### src/rtl/cache_pkg.sv
// Shared types for the cache miss-handling controller: state encoding and memory request kinds.
// Latency: none (types and constants only).
// Backpressure: not applicable.
package cache_pkg;

    typedef enum logic [2:0] {
        IDLE       = 3'd0,
        WB_REQ     = 3'd1,
        WB_DATA    = 3'd2,
        RF_REQ     = 3'd3,
        RF_DATA    = 3'd4,
        ALLOC_DONE = 3'd5
    } t_cache_state;

    // Value driven on o_mem_req_write for each burst kind.
    localparam logic MEM_REQ_WB = 1'b1;
    localparam logic MEM_REQ_RF = 1'b0;

endpackage

### src/rtl/cache_fsm_beat_counter.sv
// Beat index counter for writeback/refill bursts; wraps from the last beat back to 0.
// Latency: count updates on the clock edge after inc/clear; last is combinational from the count.
// Backpressure: holds its value whenever inc is low, so stalls of any length are harmless.
module beat_counter #(
    parameter  int BLOCK_WORDS = 16,
    localparam int CNT_W       = $clog2(BLOCK_WORDS)
) (
    input  logic             clk,
    input  logic             rst,
    input  logic             clear,
    input  logic             inc,
    output logic [CNT_W-1:0] cnt,
    output logic             last
);

    localparam logic [CNT_W-1:0] LAST_BEAT = CNT_W'(BLOCK_WORDS - 1);

    logic [CNT_W-1:0] cnt_q;
    logic [CNT_W-1:0] cnt_d;

    // Next count: clear wins, the last beat wraps explicitly to 0.
    always_comb begin
        cnt_d = cnt_q;
        if (clear) begin
            cnt_d = '0;
        end else if (inc) begin
            cnt_d = (cnt_q == LAST_BEAT) ? '0 : cnt_q + 1'b1;
        end
    end

    // Counter register with synchronous reset.
    always_ff @(posedge clk) begin
        if (rst) begin
            cnt_q <= '0;
        end else begin
            cnt_q <= cnt_d;
        end
    end

    assign cnt  = cnt_q;
    assign last = (cnt_q == LAST_BEAT);

endmodule

### src/rtl/cache_fsm.sv
// Cache miss controller: resolves hits in the request cycle, otherwise writes back a dirty victim and refills the line.
// Latency: hit 0 extra cycles; miss holds o_stall through request wait, burst beats and one ALLOC_DONE cycle.
// Backpressure: request valids hold until ready; beats advance only on wready/rvalid; no abort once a burst starts.
module cache_fsm
    import cache_pkg::*;
#(
    parameter  int BLOCK_WORDS = 16,
    localparam int CNT_W       = $clog2(BLOCK_WORDS)
) (
    input  logic             clk,
    input  logic             rst,
    input  logic             i_start_check,
    input  logic             i_write,
    input  logic             i_hit,
    input  logic             i_dirty,
    output logic             o_stall,
    output logic             o_data_we,
    output logic             o_dirty_set,
    output logic             o_dirty_clr,
    output logic             o_lru_update,
    output logic             o_tag_we,
    output logic             o_addr_sel,
    output logic             o_mem_req_valid,
    output logic             o_mem_req_write,
    input  logic             i_mem_req_ready,
    output logic             o_mem_wvalid,
    input  logic             i_mem_wready,
    input  logic             i_mem_rvalid,
    output logic             o_mem_rready,
    output logic             o_refill_we,
    output logic [CNT_W-1:0] o_beat_idx
);

    t_cache_state     state_q;
    t_cache_state     state_d;
    logic             cnt_clr;
    logic             cnt_inc;
    logic [CNT_W-1:0] cnt;
    logic             cnt_last;

    beat_counter #(
        .BLOCK_WORDS(BLOCK_WORDS)
    ) u_beat_counter (
        .clk  (clk),
        .rst  (rst),
        .clear(cnt_clr),
        .inc  (cnt_inc),
        .cnt  (cnt),
        .last (cnt_last)
    );

    // State register; reset returns to IDLE from anywhere, including mid-burst.
    always_ff @(posedge clk) begin
        if (rst) begin
            state_q <= IDLE;
        end else begin
            state_q <= state_d;
        end
    end

    // Next state and beat counter control; i_start_check is only looked at in IDLE.
    always_comb begin
        state_d = state_q;
        cnt_clr = 1'b0;
        cnt_inc = 1'b0;
        case (state_q)
            IDLE: begin
                if (i_start_check && !i_hit) begin
                    state_d = i_dirty ? WB_REQ : RF_REQ;
                end
            end
            WB_REQ: begin
                if (i_mem_req_ready) begin
                    state_d = WB_DATA;
                    cnt_clr = 1'b1;
                end
            end
            WB_DATA: begin
                if (i_mem_wready) begin
                    cnt_inc = 1'b1;
                    if (cnt_last) begin
                        state_d = RF_REQ;
                    end
                end
            end
            RF_REQ: begin
                if (i_mem_req_ready) begin
                    state_d = RF_DATA;
                    cnt_clr = 1'b1;
                end
            end
            RF_DATA: begin
                if (i_mem_rvalid) begin
                    cnt_inc = 1'b1;
                    if (cnt_last) begin
                        state_d = ALLOC_DONE;
                    end
                end
            end
            ALLOC_DONE: state_d = IDLE;
            default:    state_d = IDLE;
        endcase
    end

    // Outputs decoded from state; all forced low while reset is asserted.
    always_comb begin
        o_stall         = 1'b0;
        o_data_we       = 1'b0;
        o_dirty_set     = 1'b0;
        o_dirty_clr     = 1'b0;
        o_lru_update    = 1'b0;
        o_tag_we        = 1'b0;
        o_addr_sel      = 1'b0;
        o_mem_req_valid = 1'b0;
        o_mem_req_write = 1'b0;
        o_mem_wvalid    = 1'b0;
        o_mem_rready    = 1'b0;
        o_refill_we     = 1'b0;
        o_beat_idx      = '0;
        if (!rst) begin
            o_beat_idx = cnt;
            case (state_q)
                IDLE: begin
                    if (i_start_check) begin
                        if (i_hit) begin
                            o_lru_update = 1'b1;
                            o_data_we    = i_write;
                            o_dirty_set  = i_write;
                        end else begin
                            o_stall = 1'b1;
                        end
                    end
                end
                WB_REQ: begin
                    o_stall         = 1'b1;
                    o_mem_req_valid = 1'b1;
                    o_mem_req_write = MEM_REQ_WB;
                    o_addr_sel      = 1'b1;
                end
                WB_DATA: begin
                    o_stall      = 1'b1;
                    o_mem_wvalid = 1'b1;
                    o_addr_sel   = 1'b1;
                    o_dirty_clr  = i_mem_wready && cnt_last;
                end
                RF_REQ: begin
                    o_stall         = 1'b1;
                    o_mem_req_valid = 1'b1;
                    o_mem_req_write = MEM_REQ_RF;
                end
                RF_DATA: begin
                    o_stall      = 1'b1;
                    o_mem_rready = 1'b1;
                    o_refill_we  = i_mem_rvalid;
                    o_tag_we     = i_mem_rvalid && cnt_last;
                end
                ALLOC_DONE: o_stall = 1'b1;
                default:    o_stall = 1'b1;
            endcase
        end
    end

endmodule

### config.mk
export PLATFORM = sky130hd
export DESIGN_NAME = cache_fsm
export DESIGN_NICKNAME = d
export VERILOG_FILES = /design/src/rtl/cache_pkg.sv /design/src/rtl/cache_fsm_beat_counter.sv /design/src/rtl/cache_fsm.sv
export SDC_FILE = /design/constraint.sdc
export NUM_CORES = 1
export LEC_CHECK = 0
export BUFFER_PORTS_ARGS = -buffer_cell sky130_fd_sc_hd__buf_4
export CAP_MARGIN = 10
export CORE_MARGIN = 3
export CORE_UTILIZATION = 40
export CTS_CLUSTER_DIAMETER = 60
export DETAILED_ROUTE_END_ITERATION = 12
export PLACE_DENSITY = 0.69
export SYNTH_ARGS = -nofsm -noshare
export SYNTH_HDL_FRONTEND = slang
export SYNTH_SLANG_ARGS = --single-unit
### constraint.sdc
create_clock -name clk -period 1.8 [get_ports clk]
set_input_delay 0.18 -clock clk [delete_from_list [all_inputs] [get_ports clk]]
set_output_delay 0.18 -clock clk [all_outputs]
set_load 0.01 [all_outputs]
==> results.yml, run 1 <==
setup_path:
  path_class: "flip-flop to output pin"
  worst_setup_path_end_kind: "output pin"
  max_stage_delay_ns: 0.59
  crit_arrival_ns: 1.47
  cp_cell_sequence: "and2b_2, and3_1, and2_1, buf_4"
  cpMaxStageDelayCell: "dfxtp_1"
  crit_path_max_fanout: 16
  cp-start-kind: "flip-flop"
  critPathRequiredTime_ns: 1.62
timing:
  setup_tns_ns: 0
  worstMarginPinSlew_ns: 0.441
  timing.final.max_slew_violations: 0
  maxSlewHeadroom_pct: 70.5
  period_share_pct: 91.7
  setup_viol: 0
  fmax_mhz: 606
  fin_skew_ns: 0.00832
  hold_viol_final: 0
  fin_crit_ns: 1.65
  rsz0062_at_grt: "no"
status:
  status: "complete, no violations"
routing:
  drt_iter0_markers: 10
  drt_first_pass_iters: 4
  routedWlPerCell_microns: 12.4
  highest_layer: "met4"
  detail-route-antenna-nets: 0
  vias_per_cell: 5.45
  via_count: 600
  met2_wirelength_microns: 612
  wl_mm: 1.37
  dr_wl_met3_microns: 111
  wl_met1_microns: 630
  drc: 0
logic_synthesis:
  yosysMostFrequentCell: "nor2_1"
  synth_nets: 82
  synth_top_area_share_pct: 24.8
  synthesis.area_sq_um: 564
  synthCells: 72
  yosysSeqAreaShare_pct: 24.8
  yosys.area.top_type: "dfxtp_1"
  yosys_warnings: 0
  ys_types: 33
  yosys.area_share.adder_pct: 2.22
  synthSimpleGateAreaFrac_pct: 38.4
  avgSynthCellArea_sq_um: 7.84
  synthXorXnorAreaFrac_pct: 3.10
  synthArstFlopShare_pct: 0
  ys_ff_latch: 7
  synth_edf_count: 0
  synth_area_leaders: "dfxtp_1 (25%), nor2b_1 (6.7%), nor2_1 (6.0%)"
  synth_top_family_by_area: "simple AND/OR/NAND/NOR gates"
  synthMuxAreaShare_pct: 3.55
  synth_common_cells: "nor2_1 (9), dfxtp_1 (7), nor2b_1 (6), nor3_1 (5), nand2b_1 (4)"
  synth-compound-area-share_pct: 22.2
  ys_dominant_reg_cell: "dfxtp_1"
global_route:
  grt-ovfl-total: 0
  grt_max_degree: 17
  grt_pass1_vias: 577
  antenna_found_initial: 0
  grt_pass1_wl_mm: 2.46
  grt_use_total_pct: 16.8
finish:
  num-fill-cells: 119
  areaGrowthSynthToFinish_pct: 36.4
  diodes: 0
  drive_above_1_share_pct: 37.5
  multi_input_area_sq_um: 392
  finalNetCount: 107
  seq_area_sq_um: 141
placement:
  dp_hpwl_mm: 1.06
  port_buffers: 24
  globalplace.congestion: 0.712
worst_hold_path:
  hp-class: "input pin to flip-flop"
clock_network:
  h-tree-depth: 1
  cts_buffers: 3
  cts_sinks: 7
  clk_pin_slew_ns: 0.05
  post_cts_buffers: 0
  clockBufferDepth: 2
  cts_root_buf: "clkbuf_4"
  clock_latency_ns: 0.26
  cts_tree: "yes"
pwr:
  p_per_area_nw_per_um2: 781
  p_switching_mw: 0.220
  p_leak_nw: 0.342
  switching_share_pct: 36.6
  internal_power_mw: 0.381
  seqPwrFrac_pct: 35.8
  clkPwrFrac_pct: 24.5
  combinationalPowerShare_pct: 39.7
  finalPower_mw: 0.601
  vdd_drop_max_mv: 0.478
floorplan:
  coreArea_sq_um: 1220
  pin_count: 25
  die_w_microns: 43.6
  initial_core_util_pct: 46.4
  core.rowCount: 12
  die_h_microns: 43.6
  design.die.area_sq_um: 1900
flow_run:
  cap_violations: 0
[repair_timing]
action	CTS	global route
setup endpoints to repair	0	2
hold endpoints to repair	0	0
gates resized for setup	0	1
hold buffers	0	0
[layout by cell type, fill, tap and decap left out]
cell type  Yosys  final
a2111oi_0      1      1
a211oi_1       2      2
a21o_1         1      1
a21o_2         1      1
a21oi_1        2      2
a21oi_2        1      1
a221o_1        1      1
a311oi_1       1      1
a31o_2         2      2
a32oi_1        1      1
a41oi_1        1      1
and2_1         2      2
and2b_2        2      2
and3_1         3      3
buf_4          2     25
clkbuf_4       0      3
clkinv_2       0      1
dfxtp_1        7      6
dfxtp_2        0      1
ha_1           1      1
inv_1          1      1
mux2i_1        2      2
nand2_1        1      1
nand2b_1       4      4
nand3_1        1      1
nand3b_1       3      3
nor2_1         9      9
nor2b_1        6      6
nor3_1         5      5
nor4_1         1      1
nor4b_1        1      1
o21ai_0        1      1
o31ai_1        1      1
xnor2_1        2      2
[critical path: cells and delay by family, from the launching register on]
kind	cells	cell delay (ns)
buffers and inverters	1	0.11
flip-flops	1	0.59
AND/OR/NAND/NOR	3	0.51
[area by class of cell]
class	count	share of cell area (%)
clock buffers	3	2.93
clock inverters	1	0.650
inverters	1	0.488
well taps	14	2.28
multi-input cells	59	50.9
repair buffers	25	24.4
flip-flops and latches	7	18.4
[flip-flops by register name (all words and copies together) (netlist names)]
signal              count
u_beat_counter.cnt      4
state_q                 3
[power groups by stage]
| stage | registers (mW) | logic, mW | clock network [mW] |
|---|---|---|---|
| finish | 0.215 | 0.239 | 0.147 |
| global route | 0.220 | 0.269 | 0.165 |
| CTS | 0.213 | 0.241 | 0.152 |
| detailed placement | 0.217 | 0.239 | 0 |
| global placement | 0.215 | 0.238 | 0 |
| floorplan | 0.194 | 0.177 | 0 |
[routing by layer]
metal | GRT usage [%] | vias up
li1 | - | 315
met2 | 25.6 | 23
met4 | 7.23 | 0
met1 | 21.1 | 260
met3 | 5.81 | 2
met5 | 0 | -
[cells by family after synthesis]
family          count (synthesis)
simple gates                   38
compound gates                 16
flops                           7
buf+inv                         6
xor+xnor                        2
mux                             2
fa+ha+maj                       1
[through the flow]
step / hold slack, ns / cell area (sq um) / setup slack [ns] / instances / utilization, %
floorplan: 0.345 / 564 / 0.346 / 72 / -
global placement: 0.471 / 741 / 0.328 / 106 / 60.9
detailed placement: 0.482 / 741 / 0.273 / 106 / 60.9
CTS: 0.209 / 768 / 0.0164 / 110 / 63.2
global route: 0.224 / 769 / 0.0340 / 110 / 63.3
finish: 0.211 / 769 / 0.150 / 110 / 63.3
[final timing paths]
path	depth (start not counted)	to	slack (ns)	startpoint
setup / recovery	4	o_tag_we	0.15	state_q[2]
hold / removal	2	state_q[2]	0.21	rst
hold reg to reg	1	u_beat_counter.cnt[3]	0.50	u_beat_counter.cnt[3]
setup reg to reg	4	u_beat_counter.cnt[3]	0.31	state_q[2]
(Power assumes the default switching activity.)
==> inputs of run 2 (changes only) <==
- CORE_UTILIZATION: 40 -> 39
- PLACE_DENSITY: 0.69 -> 0.71
- SYNTH_HIERARCHICAL: default -> 1
- clock period: 1.8 -> 1.4 ns (I/O delays scaled with it)
==> results.yml, run 2 <==
logic_synthesis:
  ys_dominant_reg_cell: "dfxtp_1"
  ys_types: 32
  synthesis.area_sq_um: 539
  synth_edf_count: 0
  synth_area_leaders: "dfxtp_1 (26%), nor2b_1 (8.1%), mux2i_1 (5.6%)"
  yosys_warnings: 6
  synth_common_cells: "dfxtp_1 (7), nor2b_1 (7), nor2_1 (5), nand2_1 (4)"
  synthArstFlopShare_pct: 0
  yosysSeqAreaShare_pct: 26.0
  yosys.area.top_type: "dfxtp_1"
  synth_nets: 78
  avgSynthCellArea_sq_um: 7.93
  ys_ff_latch: 7
  synthCells: 68
  synth_top_area_share_pct: 26.0
routing:
  wl_mm: 1.99
  drc: 0
  via_count: 696
  detail-route-antenna-nets: 0
  drt_iter0_markers: 26
  drt_first_pass_iters: 4
  vias_per_cell: 5.57
  routedWlPerCell_microns: 15.9
floorplan:
  die_w_microns: 43.2
  design.die.area_sq_um: 1860
  die_h_microns: 43.2
  coreArea_sq_um: 1200
  core.rowCount: 12
  pin_count: 25
  initial_core_util_pct: 44.9
finish:
  drive_above_1_share_pct: 62.2
  utilization_pct: 85.4
  multi_input_area_sq_um: 445
  seq_area_sq_um: 154
  mostFrequentLayoutCells: "buf_4 (33), buf_6 (11), nor2b_1 (6)"
  diodes: 0
  num-fill-cells: 71
  largest_reg_flops: 4
  finalNetCount: 122
  areaGrowthSynthToFinish_pct: 90.3
  final_common_cell: "buf_4"
clock_network:
  cts_sinks: 7
  clockBufferDepth: 2
  cts_buffers: 3
  clk_pin_slew_ns: 0.05
  cts_root_buf: "clkbuf_4"
  clock_latency_ns: 0.25
  cts_tree: "yes"
  h-tree-depth: 1
timing:
  fin_skew_ns: 0.000415
  hold_viol_final: 0
  timing.final.max_slew_violations: 0
  fin_crit_ns: 1.53
  setup_tns_ns: -0.757
  maxSlewHeadroom_pct: 79.0
  layout_setup_ws_ns: -0.135
  period_share_pct: 110
  setup_viol: 9
  rsz0062_at_grt: "yes"
  fmax_mhz: 652
  worstMarginPinSlew_ns: 0.314
pwr:
  vdd_drop_max_mv: 1.01
  finalPower_mw: 1.34
  p_per_area_nw_per_um2: 1310
  p_leak_nw: 0.472
setup_path:
  r2r_cells: 6
  ff2ff_setup_slack_ns: -0.09
  r2r-end: "state_q[0]"
  regToRegStartpoint: "state_q[0]"
  crit_arrival_ns: 1.39
  critPathRequiredTime_ns: 1.26
  cp-start-kind: "flip-flop"
  worst_setup_path_end_kind: "output pin"
  crit_end: "o_stall"
  cp-startpoint: "state_q[0]"
  path_class: "flip-flop to output pin"
  crit_path_max_fanout: 5
global_route:
  antenna_found_initial: 0
  grt_use_total_pct: 17.7
  grt_max_degree: 18
  grt-ovfl-total: 0
  grt_pass1_vias: 607
  grt_pass1_wl_mm: 2.55
placement:
  port_buffers: 24
  globalplace.congestion: 0.805
  dp_hpwl_mm: 1.14
status:
  violations: "setup timing"
  status: "finished, violations left"
worst_hold_path:
  hold_path.startpoint: "rst"
  hp-class: "input pin to flip-flop"
flow_run:
  cap_violations: 0
run 2: layout make-up:
type | instances | share of cell area (%)
multi-input combinational | 53 | 43.4
timing repair buffer | 44 | 36.2
sequential | 7 | 15.0
inverter | 3 | 1.10
tap | 14 | 1.71
clock buffer | 4 | 2.56
run 2: how the worst min path moves through the flow:
stage | end | slack [ns] | depth (start not counted)
finish | u_beat_counter/cnt[2] | 0.22 | 2
global route | u_beat_counter/cnt[2] | 0.24 | 2
CTS | u_beat_counter/cnt[2] | 0.19 | 2
detailed placement | u_beat_counter/cnt[2] | 0.45 | 2
global placement | u_beat_counter/cnt[2] | 0.45 | 2
floorplan | u_beat_counter/cnt[2] | 0.21 | 1
run 2: per-stage QoR:
step	area [sq um]	instances	hold WS (ns)	setup slack [ns]
after CTS	912	122	0.191	-0.139
after global placement	810	114	0.447	-0.00653
after detailed placement	810	114	0.451	-0.0711
after global routing	1030	125	0.237	-0.171
final	1030	125	0.225	-0.135
after floorplan	543	68	0.211	0.00301
run 2: kinds of logic after synthesis:
logic type | after synthesis | share of synthesized area (%)
compound gates | 8 | 11.6
xor+xnor | 3 | 4.87
fa+ha+maj | 1 | 2.32
buf+inv | 8 | 7.42
flops | 7 | 26.0
mux | 3 | 5.57
simple gates | 38 | 42.2
run 2: layer usage:
metal	part of all wire (%)	track usage, %	wire length (microns)
met5	0	0	0
met4	0.65	5.42	13
met3	6.7	2.97	133
met2	50	30.7	989
met1	43	21.7	855
run 2: repair_timing:
| item | 4_1_cts | 5_1_grt |
|---|---|---|
| gates resized for setup | 15 | 20 |
| endpoints found under the setup margin | 13 | 15 |
| hold buffers | 0 | 0 |
| buffers inserted | 4 | 3 |
| pin swaps | 2 | 9 |
run 2: critical path: stages (launching register included):
cell	delay [ns]
dfxtp_4	0.37
or4_4	0.52
nor2b_4	0.14
buf_6	0.12
run 2: report_power, final:
part	total, mW	switching (mW)	internal [mW]
logic	0.836	0.364	0.472
clock network	0.184	0.0749	0.109
registers	0.322	0.0702	0.252
total	1.34	0.509	0.833
==> inputs of run 3 (changes only) <==
- ABC_AREA: default -> 1
- CORE_MARGIN: 3 -> default
- CORE_UTILIZATION: 39 -> 40
- PLACE_DENSITY: 0.71 -> 0.72
==> results.yml, run 3 <==
status:
  status: "finished, violations left"
  violations: "setup timing"
logic_synthesis:
  synthCells: 100
  synthesis.area_sq_um: 564
  ys_ff_latch: 7
  yosys_warnings: 6
  synth_nets: 110
  yosysSeqAreaShare_pct: 24.8
  ys_types: 20
  synth_common_cells: "nor2_1 (26), nand2_1 (22), inv_1 (15), dfxtp_1 (7), nand3_1 (6)"
  avgSynthCellArea_sq_um: 5.64
  synth_area_leaders: "dfxtp_1 (25%), nor2_1 (17%), nand2_1 (15%)"
  synth_edf_count: 0
  synth_top_area_share_pct: 24.8
  yosys.area.top_type: "dfxtp_1"
  ys_dominant_reg_cell: "dfxtp_1"
  yosysMostFrequentCell: "nor2_1"
  synthArstFlopShare_pct: 0
timing:
  fin_crit_ns: 1.42
  hold_viol_final: 0
  worstMarginPinSlew_ns: 0.261
  holdWs_ns: 0.309
  fin_skew_ns: 0.00501
  layout_setup_ws_ns: -0.0248
  period_share_pct: 102
  setup_viol: 2
  rsz0062_at_grt: "yes"
  maxSlewHeadroom_pct: 82.6
  fmax_mhz: 702
  timing.final.max_slew_violations: 0
placement:
  globalplace.congestion: 0.738
  port_buffers: 24
  dp_hpwl_mm: 1.18
  dp_slack_ns: -0.0409
setup_path:
  critPathRequiredTime_ns: 1.26
  regToRegStartpoint: "u_beat_counter/cnt[0]"
  crit_arrival_ns: 1.28
  cp-startpoint: "state_q[0]"
  path_class: "flip-flop to output pin"
  cp-start-kind: "flip-flop"
  crit_path_max_fanout: 5
  worst_setup_path_end_kind: "output pin"
routing:
  routedWlPerCell_microns: 11.3
  via_count: 709
  drt_iter0_markers: 3
  detail-route-antenna-nets: 0
  drc: 0
  wl_mm: 1.69
  drt_first_pass_iters: 4
  vias_per_cell: 4.76
clock_network:
  clk_pin_slew_ns: 0.05
  h-tree-depth: 1
  cts_tree: "yes"
  clockBufferDepth: 2
  clock_latency_ns: 0.25
  cts_sinks: 7
  cts_buffers: 3
  postCtsHoldBufs: 0
  cts_root_buf: "clkbuf_4"
floorplan:
  core.rowCount: 13
  pin_count: 25
  coreArea_sq_um: 1300
  initial_core_util_pct: 43.4
  design.die.area_sq_um: 1560
  die_w_microns: 39.6
  die_h_microns: 39.6
global_route:
  grt_pass1_vias: 616
  antenna_found_initial: 0
  grt-ovfl-total: 0
  grt_max_degree: 15
  grt_use_total_pct: 22.8
  grt_pass1_wl_mm: 2.39
pwr:
  p_per_area_nw_per_um2: 1540
  p_leak_nw: 0.464
  vdd_drop_max_mv: 0.968
finish:
  areaGrowthSynthToFinish_pct: 66.5
  diodes: 0
  final_common_cell: "buf_4"
  drive_above_1_share_pct: 47.0
  mostFrequentLayoutCells: "buf_4 (30), nor2_1 (24), nand2_1 (17)"
  finalNetCount: 145
  num-fill-cells: 114
  largest_reg_flops: 4
worst_hold_path:
  hp-class: "input pin to flip-flop"
  hold_path.startpoint: "i_dirty"
flow_run:
  cap_violations: 0
[run 3: changes by cell type in the layout (fill, tap and decap cells not counted), sizes merged, moves of 2 or more]
cell / change
and2: -3
nor2: +26
xor2: -2
nor4: -2
inv: +13
o21ai: +3
buf: -12
nand2: +21
and3: -3
nand3: +5
nor2b: -7
mux2i: -3
nand2b: -3
[run 3: final cells by class]
class,instances,area [sq um],share of cell area (%)
inverter,16,60.1,6.39
tap,15,18.8,2.00
timing repair buffer,32,248,26.4
sequential,7,149,15.8
multi-input combinational,75,438,46.6
clock buffer,4,26.3,2.80
[run 3: cell families (layout without fill, tap and decap cells)]
| logic type | Yosys count | count (layout) | share of synthesized area (%) |
|---|---|---|---|
| AO/OA/AOI/OAI | 6 | 6 | 5.99 |
| AND/OR/NAND/NOR | 67 | 67 | 52.8 |
| XOR/XNOR | 1 | 1 | 1.55 |
| adder cells (fa/ha/maj) | 1 | 1 | 2.22 |
| flip-flops | 7 | 7 | 24.8 |
| buffers and inverters | 18 | 52 | 12.6 |
[run 3: per-stage QoR]
| step | TNS, ns | util (%) | std cells | power [mW] | cell area, sq um |
|---|---|---|---|---|---|
| detailed placement | -0.0880 | 61.5 | 143 | 1.09 | 801 |
| global placement | 0 | 61.5 | 143 | 1.06 | 801 |
| finish | -0.0254 | 72.2 | 149 | 1.45 | 940 |
| floorplan | 0 | - | 100 | 0.811 | 568 |
| global route | -0.471 | 72.2 | 149 | 1.57 | 940 |
| CTS | -0.120 | 66.5 | 148 | 1.35 | 866 |
[run 3: path summary, 6_finish.rpt]
path | end | slack (ns) | cells past startpoint
max | o_dirty_set | -0.02 | 5
min reg2reg | u_beat_counter/cnt[3] | 0.56 | 3
max reg2reg | state_q[0] | 0.06 | 10
min | state_q[1] | 0.31 | 6
[run 3: timing repair]
action	in CTS	in global routing
setup endpoints to repair	9	10
hold endpoints to repair	0	0
setup buffers	1	1
gates resized for setup	11	16
pin swaps	7	4
[run 3: worst max-delay path: stages, from the launching register on]
cell and delay [ns]:
dfxtp_4 0.37, nor2_4 0.10, buf_6 0.12, nand2_4 0.06, nor3b_4 0.22, buf_4 0.17
[run 3: report_power, final]
part	internal (mW)	switching, mW
Clock	0.109	0.0773
Combinational	0.412	0.499
Sequential	0.268	0.0824
Total	0.789	0.659
[run 3: layer usage]
| metal | track usage, % | part of all wire, % |
|---|---|---|
| met5 | 0 | 0 |
| met1 | 25.1 | 39 |
| met3 | 3.41 | 4.6 |
| met4 | 12.9 | 1.5 |
| met2 | 40.6 | 55 |
